===== src/rtl/bnn_pkg.sv =====
// Shared constants, state type and config helper for the BNN activation packer.
package bnn_pkg;

  localparam int WORD_W = 32;
  localparam int CNT_W  = 6;
  localparam logic [CNT_W-1:0] PACK_LEN_RST = 6'd9;

  typedef enum logic {
    FILL = 1'b0,
    FULL = 1'b1
  } pack_state_t;

  // Zero and anything past one full word both mean "use the whole word".
  function automatic logic [CNT_W-1:0] clamp_pack_len(input logic [31:0] v);
    if ((v == 32'd0) || (v > 32'd32)) begin
      return CNT_W'(32);
    end
    return v[CNT_W-1:0];
  endfunction

endpackage


===== src/rtl/bnn_act_packer_if.sv =====
// Handshake and config bundle between the execute-stage BNN result and the packer.
interface bnn_act_packer_if;
  import bnn_pkg::*;

  logic                pl_WE;
  logic [31:0]         ExtImmE;
  logic                bit_valid;
  logic                bit_in;
  logic                bit_ready;
  logic                flush;
  logic                word_valid;
  logic                word_ready;
  logic [WORD_W-1:0]   word_data;
  logic [CNT_W-1:0]    word_bits;
  logic [CNT_W-1:0]    pack_len;
  logic                cfg_err;

  modport master (
    output pl_WE, ExtImmE, bit_valid, bit_in, flush, word_ready,
    input  bit_ready, word_valid, word_data, word_bits, pack_len, cfg_err
  );

  modport slave (
    input  pl_WE, ExtImmE, bit_valid, bit_in, flush, word_ready,
    output bit_ready, word_valid, word_data, word_bits, pack_len, cfg_err
  );

endinterface


===== src/rtl/bnn_word_slot.sv =====
// Single-entry valid/ready holding register for completed packed words.
module bnn_word_slot
  import bnn_pkg::*;
(
  input  logic              clk,
  input  logic              reset,
  input  logic              i_load,
  input  logic [WORD_W-1:0] i_data,
  input  logic [CNT_W-1:0]  i_bits,
  input  logic              i_pop,
  output logic              o_valid,
  output logic [WORD_W-1:0] o_data,
  output logic [CNT_W-1:0]  o_bits
);

  logic              r_valid;
  logic [WORD_W-1:0] r_data;
  logic [CNT_W-1:0]  r_bits;

  // A load on the pop edge replaces the entry, so load takes priority.
  always_ff @(posedge clk) begin
    if (reset) begin
      r_valid <= 1'b0;
      r_data  <= '0;
      r_bits  <= '0;
    end else if (i_load) begin
      r_valid <= 1'b1;
      r_data  <= i_data;
      r_bits  <= i_bits;
    end else if (i_pop) begin
      r_valid <= 1'b0;
    end
  end

  assign o_valid = r_valid;
  assign o_data  = r_data;
  assign o_bits  = r_bits;

endmodule


===== src/rtl/bnn_act_packer.sv =====
// Packs 1-bit BNN activations LSB-first into words for the next layer's popcount.
//   state | meaning
//   FILL  | accepting bits into the accumulator
//   FULL  | accumulator holds a complete word, waiting for the slot to drain
module bnn_act_packer
  import bnn_pkg::*;
(
  input  logic             clk,
  input  logic             reset,
  bnn_act_packer_if.slave  bus
);

  localparam logic [0:0] ST_FILL = 1'(FILL);
  localparam logic [0:0] ST_FULL = 1'(FULL);

  logic [0:0]        r_state;
  logic [WORD_W-1:0] r_acc;
  logic [CNT_W-1:0]  r_cnt;
  logic [CNT_W-1:0]  r_pack_len;
  logic              r_cfg_err;

  logic              w_bit_ready;
  logic              w_accept;
  logic [CNT_W-1:0]  w_cnt_nxt;
  logic [WORD_W-1:0] w_acc_nxt;
  logic              w_complete;
  logic              w_slot_valid;
  logic              w_pop;
  logic              w_slot_free;
  logic              w_load;
  logic              w_cfg_ok;

  assign w_bit_ready = (r_state == ST_FILL);
  assign w_accept    = bus.bit_valid && w_bit_ready;
  assign w_cnt_nxt   = r_cnt + CNT_W'(w_accept);
  assign w_acc_nxt   = w_accept ? (r_acc | (WORD_W'(bus.bit_in) << r_cnt)) : r_acc;

  // Flush looks at the count after a same-cycle accept so that bit joins the word.
  assign w_complete  = w_bit_ready &&
                       ((w_accept && (w_cnt_nxt == r_pack_len)) ||
                        (bus.flush && (w_cnt_nxt != '0)));

  assign w_pop       = w_slot_valid && bus.word_ready;
  assign w_slot_free = !w_slot_valid || w_pop;
  assign w_cfg_ok    = bus.pl_WE && w_bit_ready && (r_cnt == '0) && !w_accept;

  // FULL never accepts, so w_acc_nxt/w_cnt_nxt equal the held word there.
  always_comb begin
    w_load = 1'b0;
    if (r_state == ST_FILL) begin
      w_load = w_complete && w_slot_free;
    end else begin
      w_load = w_pop;
    end
  end

  always_ff @(posedge clk) begin
    if (reset) begin
      r_state    <= ST_FILL;
      r_acc      <= '0;
      r_cnt      <= '0;
      r_pack_len <= PACK_LEN_RST;
      r_cfg_err  <= 1'b0;
    end else begin
      r_cfg_err <= bus.pl_WE && !w_cfg_ok;
      if (w_cfg_ok) begin
        r_pack_len <= clamp_pack_len(bus.ExtImmE);
      end
      if (r_state == ST_FILL) begin
        if (w_load) begin
          r_acc <= '0;
          r_cnt <= '0;
        end else begin
          r_acc <= w_acc_nxt;
          r_cnt <= w_cnt_nxt;
          if (w_complete) begin
            r_state <= ST_FULL;
          end
        end
      end else if (w_pop) begin
        r_acc   <= '0;
        r_cnt   <= '0;
        r_state <= ST_FILL;
      end
    end
  end

  bnn_word_slot u_slot (
    .clk     (clk),
    .reset   (reset),
    .i_load  (w_load),
    .i_data  (w_acc_nxt),
    .i_bits  (w_cnt_nxt),
    .i_pop   (w_pop),
    .o_valid (w_slot_valid),
    .o_data  (bus.word_data),
    .o_bits  (bus.word_bits)
  );

  assign bus.bit_ready  = w_bit_ready;
  assign bus.word_valid = w_slot_valid;
  assign bus.pack_len   = r_pack_len;
  assign bus.cfg_err    = r_cfg_err;

endmodule


===== src/flat_wrapper.sv =====
// flat-port wrapper written by rule: the top's interface ports become plain ports
module bnn_act_packer_flat import bnn_pkg::*;
  (clk, reset, bus_pl_WE, bus_ExtImmE, bus_bit_valid, bus_bit_in, bus_flush, bus_word_ready, bus_bit_ready, bus_word_valid, bus_word_data, bus_word_bits, bus_pack_len, bus_cfg_err);
  bnn_act_packer_if bus_i ();
  input  logic clk;
  input  logic reset;
  input wire logic [$bits(bus_i.pl_WE)-1:0] bus_pl_WE;
  input wire logic [$bits(bus_i.ExtImmE)-1:0] bus_ExtImmE;
  input wire logic [$bits(bus_i.bit_valid)-1:0] bus_bit_valid;
  input wire logic [$bits(bus_i.bit_in)-1:0] bus_bit_in;
  input wire logic [$bits(bus_i.flush)-1:0] bus_flush;
  input wire logic [$bits(bus_i.word_ready)-1:0] bus_word_ready;
  output wire logic [$bits(bus_i.bit_ready)-1:0] bus_bit_ready;
  output wire logic [$bits(bus_i.word_valid)-1:0] bus_word_valid;
  output wire logic [$bits(bus_i.word_data)-1:0] bus_word_data;
  output wire logic [$bits(bus_i.word_bits)-1:0] bus_word_bits;
  output wire logic [$bits(bus_i.pack_len)-1:0] bus_pack_len;
  output wire logic [$bits(bus_i.cfg_err)-1:0] bus_cfg_err;
  assign bus_i.pl_WE = bus_pl_WE;
  assign bus_i.ExtImmE = bus_ExtImmE;
  assign bus_i.bit_valid = bus_bit_valid;
  assign bus_i.bit_in = bus_bit_in;
  assign bus_i.flush = bus_flush;
  assign bus_i.word_ready = bus_word_ready;
  assign bus_bit_ready = bus_i.bit_ready;
  assign bus_word_valid = bus_i.word_valid;
  assign bus_word_data = bus_i.word_data;
  assign bus_word_bits = bus_i.word_bits;
  assign bus_pack_len = bus_i.pack_len;
  assign bus_cfg_err = bus_i.cfg_err;
  bnn_act_packer u_core (.clk(clk), .reset(reset), .bus(bus_i));
endmodule

===== config.mk =====
export PLATFORM = sky130hd
export DESIGN_NAME = bnn_act_packer_flat
export DESIGN_NICKNAME = d
export VERILOG_FILES = /design/src/rtl/bnn_pkg.sv /design/src/rtl/bnn_act_packer_if.sv /design/src/rtl/bnn_word_slot.sv /design/src/rtl/bnn_act_packer.sv /design/src/flat_wrapper.sv
export SDC_FILE = /design/constraint.sdc
export NUM_CORES = 1
export LEC_CHECK = 0
export ABC_AREA = 1
export BUFFER_PORTS_ARGS = -buffer_cell sky130_fd_sc_hd__buf_2
export CAP_MARGIN = 0
export CORE_MARGIN = 2
export CORE_UTILIZATION = 55
export CTS_CLUSTER_SIZE = 8
export DETAILED_ROUTE_END_ITERATION = 12
export GPL_TIMING_DRIVEN = 0
export PLACE_DENSITY = 0.91
export RECOVER_POWER = 25
export SYNTH_ARGS = -nofsm -noshare
export SYNTH_HDL_FRONTEND = slang
export SYNTH_SLANG_ARGS = --single-unit

===== constraint.sdc =====
create_clock -name clk -period 4 [get_ports clk]
set_clock_uncertainty 0.1 [all_clocks]
set_input_delay 0.6 -clock clk [delete_from_list [all_inputs] [get_ports clk]]
set_output_delay 0.6 -clock clk [all_outputs]
set_load 0.005 [all_outputs]

Yosys cells after proc, flatten, opt, wreduce, memory -nomap -nowiden. Index checks and enable logic that the tools add are counted.

Mux-type cells: 19. Add/subtract/negate cells: 1. Reductions and logical operators: 20. Shift-type cells: 1. $lt $le $gt $ge: 1. Bitwise logic cells: 2. Equality and inequality tests: 2. Multipliers: 0. Div/mod/pow operators: 0.

Operators by type and width (number): 32-bit two-way mux (4); 32-bit by 6-bit > comparator with 1-bit output (second input constant) (1); 32-bit logical NOT (1); 32-bit bitwise OR (1); 1-bit by 6-bit left shift with 32-bit output (1); 6-bit two-way mux (5); 1-bit logical AND (10); 1-bit two-way mux (10); 6-bit by 1-bit adder with 6-bit output (1); 6-bit equality test (1); 6-bit logical NOT (1); 6-bit nonzero test (1); 1-bit logical NOT (3); 1-bit logical OR (3); 2-bit inequality test (second input constant) (1); 2-bit nonzero test (1); 1-bit inverter (1).

Bits in registers: 85. Memory bits (read-only): 0. Latch bits: 0. Memories kept: 0. Bits in writable memories: 0. Output and inout port bits: 47.

Longest topological paths before layout. Gate-level depths: netlist of run 1.

Word-level depth: 11. Gate-level depth with buffers: 19. Mapped depth without buffers: 18.

By module. From an unflattened synthesis of run 1, not the netlist that was laid out.

Cell total of the unflattened synthesis: 506. Area, all modules: 3817.4 µm².

By module, submodules not included: bnn_act_packer (cells an instance 336, times used 1, area an instance 2454.9 µm²); bnn_word_slot (cells an instance 170, times used 1, area an instance 1362.6 µm²).

Worst setup path before layout of run 1. OpenSTA, ideal clock, no wires.

Path type: in2reg. From: in bus_bit_valid. To: reg u_core.r_acc[21]. Slack: 1.445 ns. Data arrival time: 2.312 ns. Buffers on the path: 2. Stages: 17. Cells stage by stage: inv_1 > nor2_1 > ha_1 > ha_1 > nand2_1 > inv_1 > nor2_1 > nor2_1 > nand3_1 > nor2_1 > nand2_1 > nand2_1 > nand3_2 > nand2_2 > buf_6 > buf_6 > nor3_1.

Longest elaborated chain between the ends: 10. Elaborated cells between the ends (all ways): 13. Those cells by class: add/sub (1); eq/ne (1); mux (4); reduce/logical (7).

Ends and longest elaborated chain: start, declared (RTL line flat_wrapper.sv:9) `input wire logic [$bits(bus_i.bit_valid)-1:0] bus_bit_valid;`; 1-bit logical AND (*) (RTL line bnn_act_packer.sv:34) `assign w_accept = bus.bit_valid && w_bit_ready;`; 6-bit by 1-bit adder with 6-bit output (*) (RTL line bnn_act_packer.sv:35) `assign w_cnt_nxt = r_cnt + CNT_W'(w_accept);`; via u_core.u_slot.i_bits[1] (RTL line bnn_word_slot.sv:9) `input logic [CNT_W-1:0] i_bits,`; 6-bit equality test or 6-bit nonzero test (tied branches) (RTL line bnn_act_packer.sv:40, bnn_act_packer.sv:41); 1-bit logical AND, on equally long branches (RTL line bnn_act_packer.sv:40, bnn_act_packer.sv:41); 1-bit logical OR (*) (RTL line bnn_act_packer.sv:40) `((w_accept && (w_cnt_nxt == r_pack_len)) ||`; 1-bit logical AND (*) (RTL line bnn_act_packer.sv:39) `assign w_complete = w_bit_ready &&`; 1-bit logical AND (*) (RTL line bnn_act_packer.sv:51) `w_load = w_complete && w_slot_free;`; 1-bit two-way mux (*) (RTL line bnn_act_packer.sv:50) `if (r_state == ST_FILL) begin`; 32-bit two-way mux (*) (RTL line bnn_act_packer.sv:70) `if (w_load) begin`; 32-bit two-way mux (*) (RTL line bnn_act_packer.sv:69) `if (r_state == ST_FILL) begin`; end signal, assigned (RTL line bnn_act_packer.sv:74) `r_acc <= w_acc_nxt;`; end, declared (RTL line bnn_act_packer.sv:17) `logic [WORD_W-1:0] r_acc;`.

The timed path passes the listed nets; every way through them passes the cells marked *. A chain may end at the register's enable or synchronous reset.

Final worst setup path of run 1.
From: in bus_bit_valid. To: reg u_core.u_slot.r_data[27], in the netlist u_core.u_slot.o_data[27].

Longest elaborated chain between the ends: 8. Elaborated cells between the ends (all ways): 11. Those cells by class: add/sub (1); eq/ne (1); mux (2); reduce/logical (7).

Ends and longest elaborated chain: 1-bit logical AND (*) (RTL line bnn_act_packer.sv:34); 6-bit by 1-bit adder with 6-bit output (*) (RTL line bnn_act_packer.sv:35); via u_core.u_slot.i_bits[1] (RTL line bnn_word_slot.sv:9); 6-bit equality test or 6-bit nonzero test (tied branches) (RTL line bnn_act_packer.sv:40, bnn_act_packer.sv:41); 1-bit logical AND, on equally long branches (RTL line bnn_act_packer.sv:40, bnn_act_packer.sv:41); 1-bit logical OR (*) (RTL line bnn_act_packer.sv:40); 1-bit logical AND (*) (RTL line bnn_act_packer.sv:39); 1-bit logical AND (*) (RTL line bnn_act_packer.sv:51); 1-bit two-way mux (*) (RTL line bnn_act_packer.sv:50); end signal, assigned (RTL line bnn_word_slot.sv:28) `r_data <= i_data;`; end, declared (RTL line bnn_word_slot.sv:17) `logic [WORD_W-1:0] r_data;`.

Marks and branches as above.

==> results by group, run 1 <==
Critical path
  – Crit start category: primary input
  – Worst Setup SP: bus_bit_valid
  – CP Max Fanout: 10
  – Crit path kind: primary input to register
  – Origin of the critical flop-to-flop path: u_core.r_state$_SDFF_PP0_
  – Crit path capture type: register
  – Worst EP required: around 4200 ps
  – CP arrival: 2940 ps

Final layout
  – N_diodes: 0
  – Post-layout nets: about 650
  – Register area: around 1700 um^2
  – Area grow syn2layout: 19.5%
  – Fin cells: between 600 and 700
  – Layout Utilization: 67.0%
  – Share of cells above drive strength 1: a little over a fifth
  – Filler Cell Count: 574
  – Area of the multi-input gates: about 1800 um^2
  – Design Area, Final: 4500 um^2

Clock tree
  – Hold buffer count at cts: 0
  – CTS tree: done
  – Post-CTS setup repair buffer count: 0
  – Clock slew at reported path FFs: about 90 ps
  – Cts repair resizes: 0
  – Clk sink count: 85
  – CTS buffer count: 9
  – Worst skew pair latency: roughly 360 ps
  – H-tree lvl count: 3
  – Clk buf depth: 2
  – CTS root buf: clkbuf_8

Detailed routing
  – Final wirelength: between 10 and 15 mm
  – Via count: roughly 3800
  – DRT Pass-1 Iters: 5
  – Top Layer Used: met4
  – Vias per inst: about 5.5
  – DR WL/cell: 14.5 um
  – Metal-1 WL: 4.35 mm
  – DRT antenna net count: 0
  – Initial drt markers: between 300 and 400
  – DRC: 0
  – Routed wl met3: ~610 um
  – Met2 wire length: between 4 and 5 mm

Placement
  – RePlAce Congestion: a little under 1
  – Area after DPL: ~4300 um^2
  – Post-DP HPWL: approximately 7.4 mm
  – Placed cells: around 670
  – IO buf count: 84

Die
  – Starting density of the core: between 50 and 60%
  – Die height: between 80 and 90 um
  – Die width: slightly below 90 um
  – FP Rows: 30
  – Core area: about 6700 um^2
  – Die Area: roughly 7500 um^2
  – Io pins: between 80 and 90

Hold path
  – Type of the worst min-delay path: register to register
  – Min-Delay Startpoint: u_core.u_slot.o_data[15]$_SDFFE_PP0P_

Power and ir drop
  – Pleak: around 2.0 nW
  – PwrDens: roughly 480 nW/um^2
  – Peak VDD IR: ~0.00027 V

Logic synthesis
  – Synthesized flop and latch total: between 80 and 90
  – Netlist cell types: 23
  – Mapped Avg Cell Area: 7.39 um^2
  – Sequential area share after synthesis: 45.2%
  – Area of the mapped netlist: around 3800 um^2
  – Post-Syn Nets: 551
  – YS warnings: 0
  – Mapped Cells: 510

Timing
  – Finish-stage setup viols: 0
  – Hold Vio Cnt, Final: 0
  – Max-slew violation count: 0
  – Worst-Margin Slew: slightly below 700 ps
  – Period utilisation layout: ~69%
  – WHS: slightly below 400 ps
  – Max transition margin: 54.8%
  – Final Critical Period: 2770 ps
  – FMAX: about 360 MHz
  – Setup tns final: 0 ps
  – RSZ-0062 raised after global routing: no

Global route
  – Total gr overflow: 0
  – Initial antenna violation count: 0
  – First-pass GRT wire length: 16.1 mm
  – Largest net degree at the start of global routing: 16
  – Vias in the first global route: between 3000 and 4000
  – GRT Resource Usage Total: between 20 and 30%

Flow run
  – Max_cap viols: 0

Run status
  – Status: finished, final reports clean
-- cell usage in the layout, fill, tap and decap left out, types with 8 or more instances in the layout --
cell type,count
a21boi_1,8
a21oi_1,51
buf_2,79
clkbuf_1,26
clkbuf_8,10
dfxtp_1,85
inv_1,38
nand2_1,107
nand3_1,21
nand3b_1,12
nor2_1,97
nor3_1,11
nor3_2,26
-- Yosys cell counts, drive strengths merged --
cell	n	area, um^2
nor2	97	364
a21boi	8	60.1
and2	1	6.26
ha	2	25.0
dfxtp	85	1700
a21oi	51	255
nor3	37	315
buf	14	108
nand3b	12	90.1
nand2	108	408
o21ai	4	20.0
nor4	7	50.1
nand4	7	43.8
clkbuf	14	52.6
inv	41	154
nand3	22	115
-- final cells by class --
cell class | instances | area share, %
Buffer | 28 | 3.56
Clock buffer | 10 | 3.06
Clock inverter | 6 | 2.08
Inverter | 41 | 3.42
Multi-Input combinational cell | 356 | 38.9
Sequential cell | 85 | 37.8
Tap cell | 80 | 2.22
Timing Repair Buffer | 84 | 8.97
-- logic make-up after synthesis --
logic type | synth area share [%]
AO/OA/AOI/OAI | 8.90
adder cells (fa/ha/maj) | 0.664
buffers and inverters | 8.33
flip-flops | 45.2
AND/OR/NAND/NOR | 37.0
-- worst paths after layout --
check | cells after the start | slack, ps | endpoint
setup / recovery | 19 | 1230 | u_core.u_slot.o_data[27]$_SDFFE_PP0P_
hold / removal | 2 | 390 | u_core.u_slot.o_data[15]$_SDFFE_PP0P_
setup reg to reg | 17 | 1250 | u_core.u_slot.o_data[27]$_SDFFE_PP0P_
hold reg to reg | 2 | 390 | u_core.u_slot.o_data[15]$_SDFFE_PP0P_
-- flip-flops by register name, summed over array words and instances, names as in the netlist --
signal                 count
u_core.r_cnt               6
u_core.u_slot.o_bits       6
u_core.r_state             1
u_core.bus.cfg_err         1
u_core.r_acc              32
u_core.u_slot.o_data      32
u_core.u_slot.o_valid      1
u_core.bus.pack_len        6
-- worst max-delay path: stages --
cell and delay (ps):
buf_2 110, inv_1 100, nor2_1 90, ha_1 230
ha_1 410, nand2_1 80, inv_1 50, nor2_1 40
nor2_1 110, nand3_1 90, nor2_1 120, nand2_1 60
nand2_1 100, nand3_2 140, nand2_2 140, buf_2 250
nand2_1 90, nand2_1 100, nor2_1 50
-- per-stage QoR --
stage / total power [mW] / setup WS (ps)
4_1_cts: 2.17 / 1280
3_5_place_dp: 1.48 / 901
2_1_floorplan: 1.31 / 1450
3_3_place_gp: 1.45 / 1000
6_report: 2.16 / 1230
5_1_grt: 2.27 / 969
-- layer usage --
layer	GRT usage (%)	vias to the layer above
li1	-	1838
met1	35.3	1765
met2	44.9	147
met3	5.52	27
met4	13.4	0
met5	0	-
-- where the power goes --
part | internal (mW) | leakage (nW) | total, mW | switching (mW)
Clock | 0.374 | 0.113 | 0.699 | 0.325
Combinational | 0.195 | 1.22 | 0.497 | 0.301
Sequential | 0.926 | 0.693 | 0.968 | 0.0422
Power figures use the tool's default switching activity.
==> run 2, diff against run 1 <==
--- a/config.mk
+++ b/config.mk
@@ -9,11 +9,11 @@
 export BUFFER_PORTS_ARGS = -buffer_cell sky130_fd_sc_hd__buf_2
 export CAP_MARGIN = 0
 export CORE_MARGIN = 2
-export CORE_UTILIZATION = 55
+export CORE_UTILIZATION = 54
 export CTS_CLUSTER_SIZE = 8
 export DETAILED_ROUTE_END_ITERATION = 12
 export GPL_TIMING_DRIVEN = 0
-export PLACE_DENSITY = 0.91
+export PLACE_DENSITY = 0.9
 export RECOVER_POWER = 25
 export SYNTH_ARGS = -nofsm -noshare
 export SYNTH_HDL_FRONTEND = slang
==> constraint.sdc (replaced) <==
create_clock -name clk -period 2.7 [get_ports clk]
set_clock_uncertainty 0.1 [all_clocks]
set_input_delay 0.405 -clock clk [delete_from_list [all_inputs] [get_ports clk]]
set_output_delay 0.405 -clock clk [all_outputs]
set_load 0.005 [all_outputs]
==> run 2 against run 1 <==
Effect of this change:
- count of clock-buffer cells in the layout did not move
- non-clock buffer count stayed put
- final area grew 0.19%
- critical path type is now register to register
- cell count decreased by 0.14%
- sequential cell count did not move
- hold slack worse by 180 ps
- sequential share of layout area is essentially flat
==> results by group, run 2 (synthesis gave the netlist of run 1 again) <==
Run status
  – Status: finished, final reports clean

Placement
  – Placed cells: 674
  – IO buf count: between 80 and 90
  – Area after DPL: between 4000 and 5000 um^2
  – RePlAce Congestion: 0.964
  – Post-DP HPWL: roughly 7.2 mm

Final layout
  – Area grow syn2layout: 19.8%
  – Share of cells above drive strength 1: between 20 and 25%
  – Filler Cell Count: 618
  – Post-layout nets: 646
  – Design Area, Final: 4510 um^2
  – Fin cells: about 700
  – N_diodes: 0
  – Commonest non-fill, non-tap cell in the layout: nand2_1
  – Commonest non-fill, non-tap cells in the layout: nand2_1, nor2_1, dfxtp_1

Timing
  – WHS: 205 ps
  – Worst-Margin Slew: roughly 640 ps
  – FMAX: approximately 410 MHz
  – Period utilisation layout: around nine tenths
  – Final Critical Period: approximately 2400 ps
  – Max-slew violation count: 0
  – Hold Vio Cnt, Final: 0
  – Setup tns final: 0 ps
  – Max transition margin: 57.2%
  – Finish-stage setup viols: 0

Clock tree
  – Post-CTS setup repair buffer count: 0
  – Worst skew pair latency: approximately 360 ps
  – CTS buffer count: 9
  – Cts repair resizes: 0
  – H-tree lvl count: 3
  – Hold buffer count at cts: 0
  – Clock slew at reported path FFs: about 80 ps
  – Clk buf depth: 2
  – CTS root buf: clkbuf_8
  – CTS tree: done
  – Clk sink count: 85

Global route
  – GRT Resource Usage Total: 25.5%
  – First-pass GRT wire length: ~15 mm
  – Total gr overflow: 0
  – Initial antenna violation count: 0
  – Largest net degree at the start of global routing: 15
  – Vias in the first global route: roughly 3300

Power and ir drop
  – NetSw: between 0.9 and 1 mW
  – Part of the power in combinational logic: 24.0%
  – Total power: approximately 3.1 mW
  – Pleak: 2.00 nW
  – Sequential Power Share: between 40% and 50%
  – Switching Fraction: a little under a third
  – PwrDens: 684 nW/um^2
  – Internal: about 2.1 mW
  – Peak VDD IR: approximately 0.00056 V
  – Clock power share: 29.5%

Hold path
  – Min-Delay Startpoint: bus_pl_WE
  – Hold Path Sink: u_core.bus.cfg_err$_SDFF_PP0_
  – Type of the worst min-delay path: primary input to register
  – Hold Path Depth: 3

Die
  – FP Rows: 30
  – Io pins: 86
  – Starting density of the core: between 50 and 60%
  – Die Area: 7660 um^2
  – Die width: a little under 90 um
  – Die height: just under 90 um
  – Core area: between 6000 and 7000 um^2

Detailed routing
  – Final wirelength: between 9 and 10 mm
  – DRC: 0
  – Via count: approximately 3700
  – Initial drt markers: around 320
  – DRT antenna net count: 0
  – DRT Pass-1 Iters: 5
  – DR WL/cell: between 10 and 15 um
  – Vias per inst: ~5.4

Critical path
  – Largest stage delay on the critical path: around 360 ps
  – Reg2Reg Capture Point: u_core.r_acc[30]$_SDFFE_PP0P_
  – R2R setup slack: 260 ps
  – CP Max Fanout: 10
  – Origin of the critical flop-to-flop path: u_core.r_state$_SDFF_PP0_
  – Crit path kind: register to register
  – CP max stage cell: dfxtp_2
  – Worst EP required: 2820 ps
  – Crit path capture type: register
  – Cell chain of the critical path: nor2_4, ha_2, ha_4, nand3_1, nand2_1, nand2_1, nand2_1, nand3_1, nor2_1, nand2_1, nand2_2, nand3_4, nand2_4, buf_6, buf_6, nor3_1
  – CP arrival: ~2600 ps
  – Cell depth of the worst setup path: 16
  – Crit start category: register
  – Worst Setup SP: u_core.r_state$_SDFF_PP0_
  – Critical path buffers and inverters: 2
  – Crit-path leading delay family: simple AND/OR/NAND/NOR gates
  – Reg2reg path depth: 16
  – Most common cell on crit path: nand2_1

Flow run
  – Max_cap viols: 0
-- run 2: power groups by stage --
stage	sequential (mW)	combinational, mW	clock (mW)
4_1_cts	1.43	0.732	0.912
3_3_place_gp	1.45	0.703	0
2_1_floorplan	1.47	0.468	0
3_5_place_dp	1.46	0.723	0
6_report	1.43	0.741	0.912
5_1_grt	1.45	0.831	0.968
-- run 2: stage by stage --
step / utilization [%] / worst slack, ps
detailed placement: 63.5 / -138
finish: 66.8 / 256
CTS: 66.4 / 39.6
floorplan: - / 340
global route: 66.8 / -3.08
global placement: 63.5 / -126
-- run 2: worst min-delay path, stage by stage --
cell     delay, ps
buf_2          110
nand2_1         60
nor2_1          40
-- run 2: metal layers --
metal,vias up,share of wire [%],global-route usage [%]
met1,1712,45,34.4
met3,28,5.5,3.20
met5,-,0,0
met2,134,47,41.1
met4,0,2.6,11.2
li1,1832,-,-
-- run 2: how the worst max path moves through the flow --
stage	endpoint	slack, ps
floorplan	u_core.r_acc[21]$_SDFFE_PP0P_	340
global placement	u_core.u_slot.o_data[27]$_SDFFE_PP0P_	-130
detailed placement	u_core.u_slot.o_data[31]$_SDFFE_PP0P_	-140
CTS	u_core.u_slot.o_data[31]$_SDFFE_PP0P_	40
global route	u_core.u_slot.o_data[14]$_SDFFE_PP0P_	-3
finish	u_core.r_acc[30]$_SDFFE_PP0P_	260
-- run 2: final cells by class --
class | count | area (um^2) | area share (%)
Inverter | 41 | 154 | 3.41
Tap cell | 80 | 100 | 2.22
Clock inverter | 5 | 60.1 | 1.33
Sequential cell | 85 | 1700 | 37.7
Timing Repair Buffer | 84 | 403 | 8.93
Multi-Input combinational cell | 356 | 1790 | 39.7
Buffer | 28 | 165 | 3.66
Clock buffer | 10 | 138 | 3.05
